**config.mk**
```make
export PLATFORM = sky130hd
export DESIGN_NAME = commit_trace_buffer
export DESIGN_NICKNAME = d
export VERILOG_FILES = /design/src/rtl/trace_pkg.sv /design/src/rtl/trace_fifo_ram.sv /design/src/rtl/commit_trace_buffer.sv
export SDC_FILE = /design/constraint.sdc
export NUM_CORES = 1
export LEC_CHECK = 0
export CAP_MARGIN = 0
export CORE_UTILIZATION = 40
export CTS_CLUSTER_DIAMETER = 150
export DETAILED_ROUTE_END_ITERATION = 8
export GPL_ROUTABILITY_DRIVEN = 1
export PLACE_DENSITY = 0.53
export SETUP_SLACK_MARGIN = 0.5
export SLEW_MARGIN = 15
export SYNTH_ARGS = -nofsm -noshare
export SYNTH_HDL_FRONTEND = slang
export SYNTH_SLANG_ARGS = --single-unit
```
**constraint.sdc**
```tcl
create_clock -name Clock -period 13.9 [get_ports Clock]
set_input_delay 4.17 -clock Clock [delete_from_list [all_inputs] [get_ports Clock]]
set_output_delay 4.17 -clock Clock [all_outputs]
set_load 0.02 [all_outputs]
```
**src/rtl/trace_pkg.sv**
```systemverilog
// Shared definitions for the commit trace capture path.
//   TRACE_DEPTH_DEFAULT : default number of FIFO entries
//   TRACE_DROP_W        : default width of the dropped-capture counter
//   trace_entry_t       : one captured commit, {pc, data}
package trace_pkg;

    localparam int TRACE_DEPTH_DEFAULT = 16;
    localparam int TRACE_DROP_W        = 16;

    typedef struct packed {
        logic [31:0] pc;
        logic [31:0] data;
    } trace_entry_t;

endpackage

```
**src/rtl/trace_fifo_ram.sv**
```systemverilog
// DEPTH x 64-bit storage for the commit trace FIFO.
// Synchronous write port, asynchronous read port (maps onto LUT RAM), so the
// entry at a freshly updated read address is visible in the same cycle.
//   clk   : write clock
//   we    : write enable
//   waddr : write address
//   wdata : write word {pc, data}
//   raddr : read address
//   rdata : word stored at raddr (combinational)
module trace_fifo_ram #(
    parameter int DEPTH = 16,
    parameter int AW    = $clog2(DEPTH)
) (
    input  logic          clk,
    input  logic          we,
    input  logic [AW-1:0] waddr,
    input  logic [63:0]   wdata,
    input  logic [AW-1:0] raddr,
    output logic [63:0]   rdata
);

    logic [63:0] mem [DEPTH];

    // NOTE: the array has no reset; occupancy tracking guarantees no stale
    // word is ever presented, and a reset would block LUT-RAM mapping.
    always_ff @(posedge clk) begin
        if (we) begin
            mem[waddr] <= wdata;
        end
    end

    assign rdata = mem[raddr];

endmodule

```
**src/rtl/commit_trace_buffer.sv**
```systemverilog
// Commit trace buffer: records {fetch PC, write-back data} for every cycle the
// write-back stage commits a register write, and hands entries to a debug
// consumer through a first-word-fall-through valid/ready interface.
// Captures that arrive while full (with no pop that cycle) are dropped,
// flagged on the sticky Overflow output and counted in DropCount.
//   Clock, Reset_n          : clock and synchronous active-low reset
//   Capture, PC_In,
//   WriteData_In            : commit strobe and the values to record
//   Out_Ready               : consumer takes the head entry this cycle
//   Out_Valid, Out_PC,
//   Out_Data                : head entry (PC/data read as 0 while empty)
//   Count, Full, Empty      : occupancy after the last edge
//   Overflow, DropCount     : sticky drop flag and saturating drop count
module commit_trace_buffer
    import trace_pkg::*;
#(
    parameter int  DEPTH  = TRACE_DEPTH_DEFAULT,
    parameter int  DROP_W = TRACE_DROP_W,
    localparam int AW     = $clog2(DEPTH)
) (
    input  logic              Clock,
    input  logic              Reset_n,
    input  logic              Capture,
    input  logic [31:0]       PC_In,
    input  logic [31:0]       WriteData_In,
    input  logic              Out_Ready,
    output logic              Out_Valid,
    output logic [31:0]       Out_PC,
    output logic [31:0]       Out_Data,
    output logic [AW:0]       Count,
    output logic              Full,
    output logic              Empty,
    output logic              Overflow,
    output logic [DROP_W-1:0] DropCount
);

    logic [AW-1:0]     wr_ptr;
    logic [AW-1:0]     rd_ptr;
    logic [AW:0]       count_q;
    logic              overflow_q;
    logic [DROP_W-1:0] drop_q;

    logic              push;
    logic              pop;
    logic              drop;
    trace_entry_t      wr_entry;
    trace_entry_t      head;
    logic [63:0]       rd_word;

    // Status is a pure function of the occupancy counter.
    assign Count     = count_q;
    assign Full      = (count_q == (AW+1)'(DEPTH));
    assign Empty     = (count_q == '0);
    assign Out_Valid = !Empty;
    assign Overflow  = overflow_q;
    assign DropCount = drop_q;

    // A pop frees a slot in the same cycle, so a full buffer still accepts
    // a capture when the consumer drains one entry.
    assign pop  = Out_Valid && Out_Ready;
    assign push = Capture && (!Full || pop);
    assign drop = Capture && Full && !pop;

    assign wr_entry = '{pc: PC_In, data: WriteData_In};
    assign head     = trace_entry_t'(rd_word);

    // The RAM word at rd_ptr is undefined while empty; mask it to zero.
    assign Out_PC   = Empty ? 32'd0 : head.pc;
    assign Out_Data = Empty ? 32'd0 : head.data;

    trace_fifo_ram #(
        .DEPTH (DEPTH),
        .AW    (AW)
    ) u_ram (
        .clk   (Clock),
        .we    (push),
        .waddr (wr_ptr),
        .wdata (wr_entry),
        .raddr (rd_ptr),
        .rdata (rd_word)
    );

    // NOTE: all state below uses non-blocking assignments so every register
    // samples pre-edge values regardless of statement order.
    always_ff @(posedge Clock) begin
        if (!Reset_n) begin
            wr_ptr     <= '0;
            rd_ptr     <= '0;
            count_q    <= '0;
            overflow_q <= 1'b0;
            drop_q     <= '0;
        end else begin
            // Pointers are AW bits wide and wrap naturally at DEPTH.
            if (push) begin
                wr_ptr <= wr_ptr + AW'(1);
            end
            if (pop) begin
                rd_ptr <= rd_ptr + AW'(1);
            end

            case ({push, pop})
                2'b10:   count_q <= count_q + (AW+1)'(1);
                2'b01:   count_q <= count_q - (AW+1)'(1);
                default: count_q <= count_q;
            endcase

            if (drop) begin
                overflow_q <= 1'b1;
                if (drop_q != '1) begin
                    drop_q <= drop_q + DROP_W'(1);
                end
            end
        end
    end

endmodule

```
==> impl_metrics.py <==
metrics = {
    "synthesis": {
        "synth_top_area_cell": "edfxtp_1",
        "ys_types": 44,
        "ys.flop_type": "edfxtp_1",
        "synth_top_area_frac": 0.761,
        "synthCells": 1785,
        "yosysWarnings": 0,
        "synth_commonest_cells": "1024 x edfxtp_1, 256 x mux4_2, 137 x mux2i_1",
        "synth-edff-count": 1024,
        "syn-num-nets": 1861,
        "seq_area_frac_synth": 0.778,
        "synth.most_common_cell": "edfxtp_1",
        "avgSynthCellArea_um2": 22.6,
        "synth-seq-cells": 1058,
        "netlist_area_um2": 40400,
        "async_flop_share": 0,
        "synthTopCellsByArea": "edfxtp_1 76%, mux4_2 14%, mux2i_1 3.4%",
    },
    "setup_path": {
        "worst-path-buf-inv": 3,
        "cp_slowest_cell": "dfxtp_4",
        "r2r.worst_path.cells": 5,
        "ff2ff_setup_slack_ns": 10.29,
        "critPathKind": "flop to output pin",
        "reg2reg_to": "u_ram.mem[10][13]",
        "worst_path_most_repeated_cell": "buf_4",
        "worst_setup_path_end_kind": "output pin",
        "critical_path.max_stage_delay_ns": 0.84,
        "arrival_ns": 4.65,
        "cpLargestDelayFamily": "buffers and inverters",
        "start_kind": "flop",
        "critPathRequiredTime_ns": 9.73,
        "r2r-start": "Count[1]",
        "cp_cell_sequence": "buf_4, buf_4, mux4_2, mux2i_1, o22ai_1, clkdlybuf4s50_1",
        "cp_max_fo": 40,
    },
    "sta": {
        "final-setup-viol-count": 0,
        "maxSlewViolCount": 0,
        "rsz0062_at_grt": "false",
        "max_slew_margin": 0.244,
        "tightestPinTransition_ns": 1.13,
        "finalSetupTns_ns": 0,
        "finalCritPeriodShare": 0.634,
        "period_needed_ns": 8.82,
        "finalClockSkew_ns": 0.0359,
        "fmax_mhz": 113,
        "finalHoldViolCount": 0,
    },
    "drt": {
        "first_iter_violations": 1608,
        "drc": 0,
        "dr_total_vias": 18940,
        "wl_um": 95200,
        "drtPass1Iterations": 5,
        "viasPerCell": 5.58,
        "postRouteAntennaNets": 0,
        "wl_per_cell_um": 28.0,
    },
    "clock_network": {
        "clkTransAtPathRegs_ns": 0.06,
        "h-tree-depth": 3,
        "post-cts-setup-buffers": 0,
        "ctsResizeCount": 0,
        "tritoncts": "built",
        "cts-root-buf": "clkbuf_16",
        "clkSinkCount": 1058,
        "numCtsBuffers": 111,
        "cts_buffer_depth": 3,
        "hold_buffers": 0,
        "clkLatencyLatePin_ns": 0.70,
    },
    "power_and_ir_drop": {
        "intPower_uw": 6020,
        "ir_drop_uv": 117,
        "power.leakage_uw": 0.0141,
        "clkPwrFrac": 0.337,
        "p_comb_frac": 0.226,
        "power_frac_seq": 0.437,
        "power.density_nw_per_um2": 176,
        "swShare": 0.275,
        "switchingPower_uw": 2280,
    },
    "placed_design": {
        "place_area_um2": 43700,
        "routabilityCongestion": 0.735,
        "place_hpwl_um": 47500,
        "port_buffers": 156,
        "dp_cells": 3186,
    },
    "final_layout": {
        "finalNonFillerCells": 3393,
        "drive_gt1_frac": 0.234,
        "area_growth_pct": 16.7,
        "nets": 2077,
        "finalInstanceArea_um2": 47100,
    },
    "die": {
        "rows": 116,
        "initial_core_util": 0.403,
        "die_h_um": 320,
        "die_area_um2": 102000,
        "fp.coreArea_um2": 100000,
        "io_pins": 157,
        "die_x_um": 320,
    },
    "grt": {
        "grt_pass1_wl_um": 139000,
        "antenna_found_initial": 6,
        "grt_max_degree": 155,
        "gr-total-overflow": 0,
        "grt_pass1_vias": 20219,
        "groute.usage.overall": 0.188,
    },
    "min_path": {
        "hold_end": "Overflow",
        "hp-start": "Overflow",
        "min_path_type": "flop to flop",
        "hold_depth": 2,
    },
    "run": {
        "drv_cap": 0,
    },
    "status": {
        "status": "finished, final reports clean",
    },
}
## cell usage in the layout (no fill, tap or decap), drive strengths merged, types with 5 or more instances in the layout
cell,instances
nand3,7
bufinv,6
clkinv,62
nor3,8
inv,15
nor2,27
o21ai,5
ha,8
mux2i,137
dfxtp,34
nand2b,12
a21oi,13
o31ai,6
or4,9
o22ai,64
buf,45
mux4,256
nand2,17
xor2,5
clkdlybuf4s50,156
clkbuf,131
edfxtp,1024
## power groups by stage
stage                     sequential [µW]  combinational [µW]  clock [µW]
after floorplan                      3670                1180           0
after detailed placement             3700                1920           0
after global placement               3690                1920           0
after CTS                            3630                1930        2870
after global routing                 3640                2000        3000
final                                3630                1870        2800
## metrics by stage
stage                     worst slack (ns)  power (µW)  utilization  hold slack, ns
after floorplan                       4.19        4850            -           0.507
after global placement                5.60        5610        0.436           0.469
after detailed placement              5.60        5620        0.436           0.470
after CTS                             4.83        8430        0.471           0.491
after global routing                  4.65        8640        0.471           0.533
final                                 5.08        8300        0.471           0.490
## cells by family after synthesis
| family | Yosys count | share of synthesized area |
|---|---|---|
| buf+inv | 107 | 0.0102 |
| flops | 1058 | 0.778 |
| mux | 393 | 0.177 |
| fa+ha+maj | 8 | 0.00248 |
| xor+xnor | 6 | 0.00130 |
| simple gates | 100 | 0.0129 |
| compound gates | 113 | 0.0184 |
## routing by layer
metal	GRT usage	part of all wire
met1	0.261	0.44
met2	0.311	0.49
met3	0.0323	0.050
met4	0.0459	0.017
met5	0.00804	0.0018
## sequential cells by signal, summed over array words and instances, names as in the netlist, named ones only
name and flops:
u_ram.mem 1024, wr_ptr 4, Overflow 1, DropCount 16
Count 5, rd_ptr 4
## layout make-up
cell class,instances,area [µm²]
Clock inverter,75,558
Multi-Input combinational cell,620,8690
Tap cell,1298,1620
Clock buffer,131,2870
Fill cell,8217,53000
Antenna cell,1,2.50
Timing Repair Buffer,201,1910
Sequential cell,1058,31400
Inverter,9,33.8
## tightest hold or removal path, stage by stage (launching register included)
cell     delay, ns
dfxtp_1       0.33
nor2_1        0.05
nor2_1        0.08
## how the worst max path moves through the flow
stage,startpoint,endpoint,depth (start not counted)
3_5_place_dp,flop,Out_PC[13],6
3_3_place_gp,flop,Out_PC[4],6
5_1_grt,flop,Out_PC[8],6
2_1_floorplan,Capture,u_ram.mem[0][0],4
6_report,flop,Out_PC[13],6
4_1_cts,flop,Out_PC[8],6
Note: power is estimated with default switching activity, not from simulation.
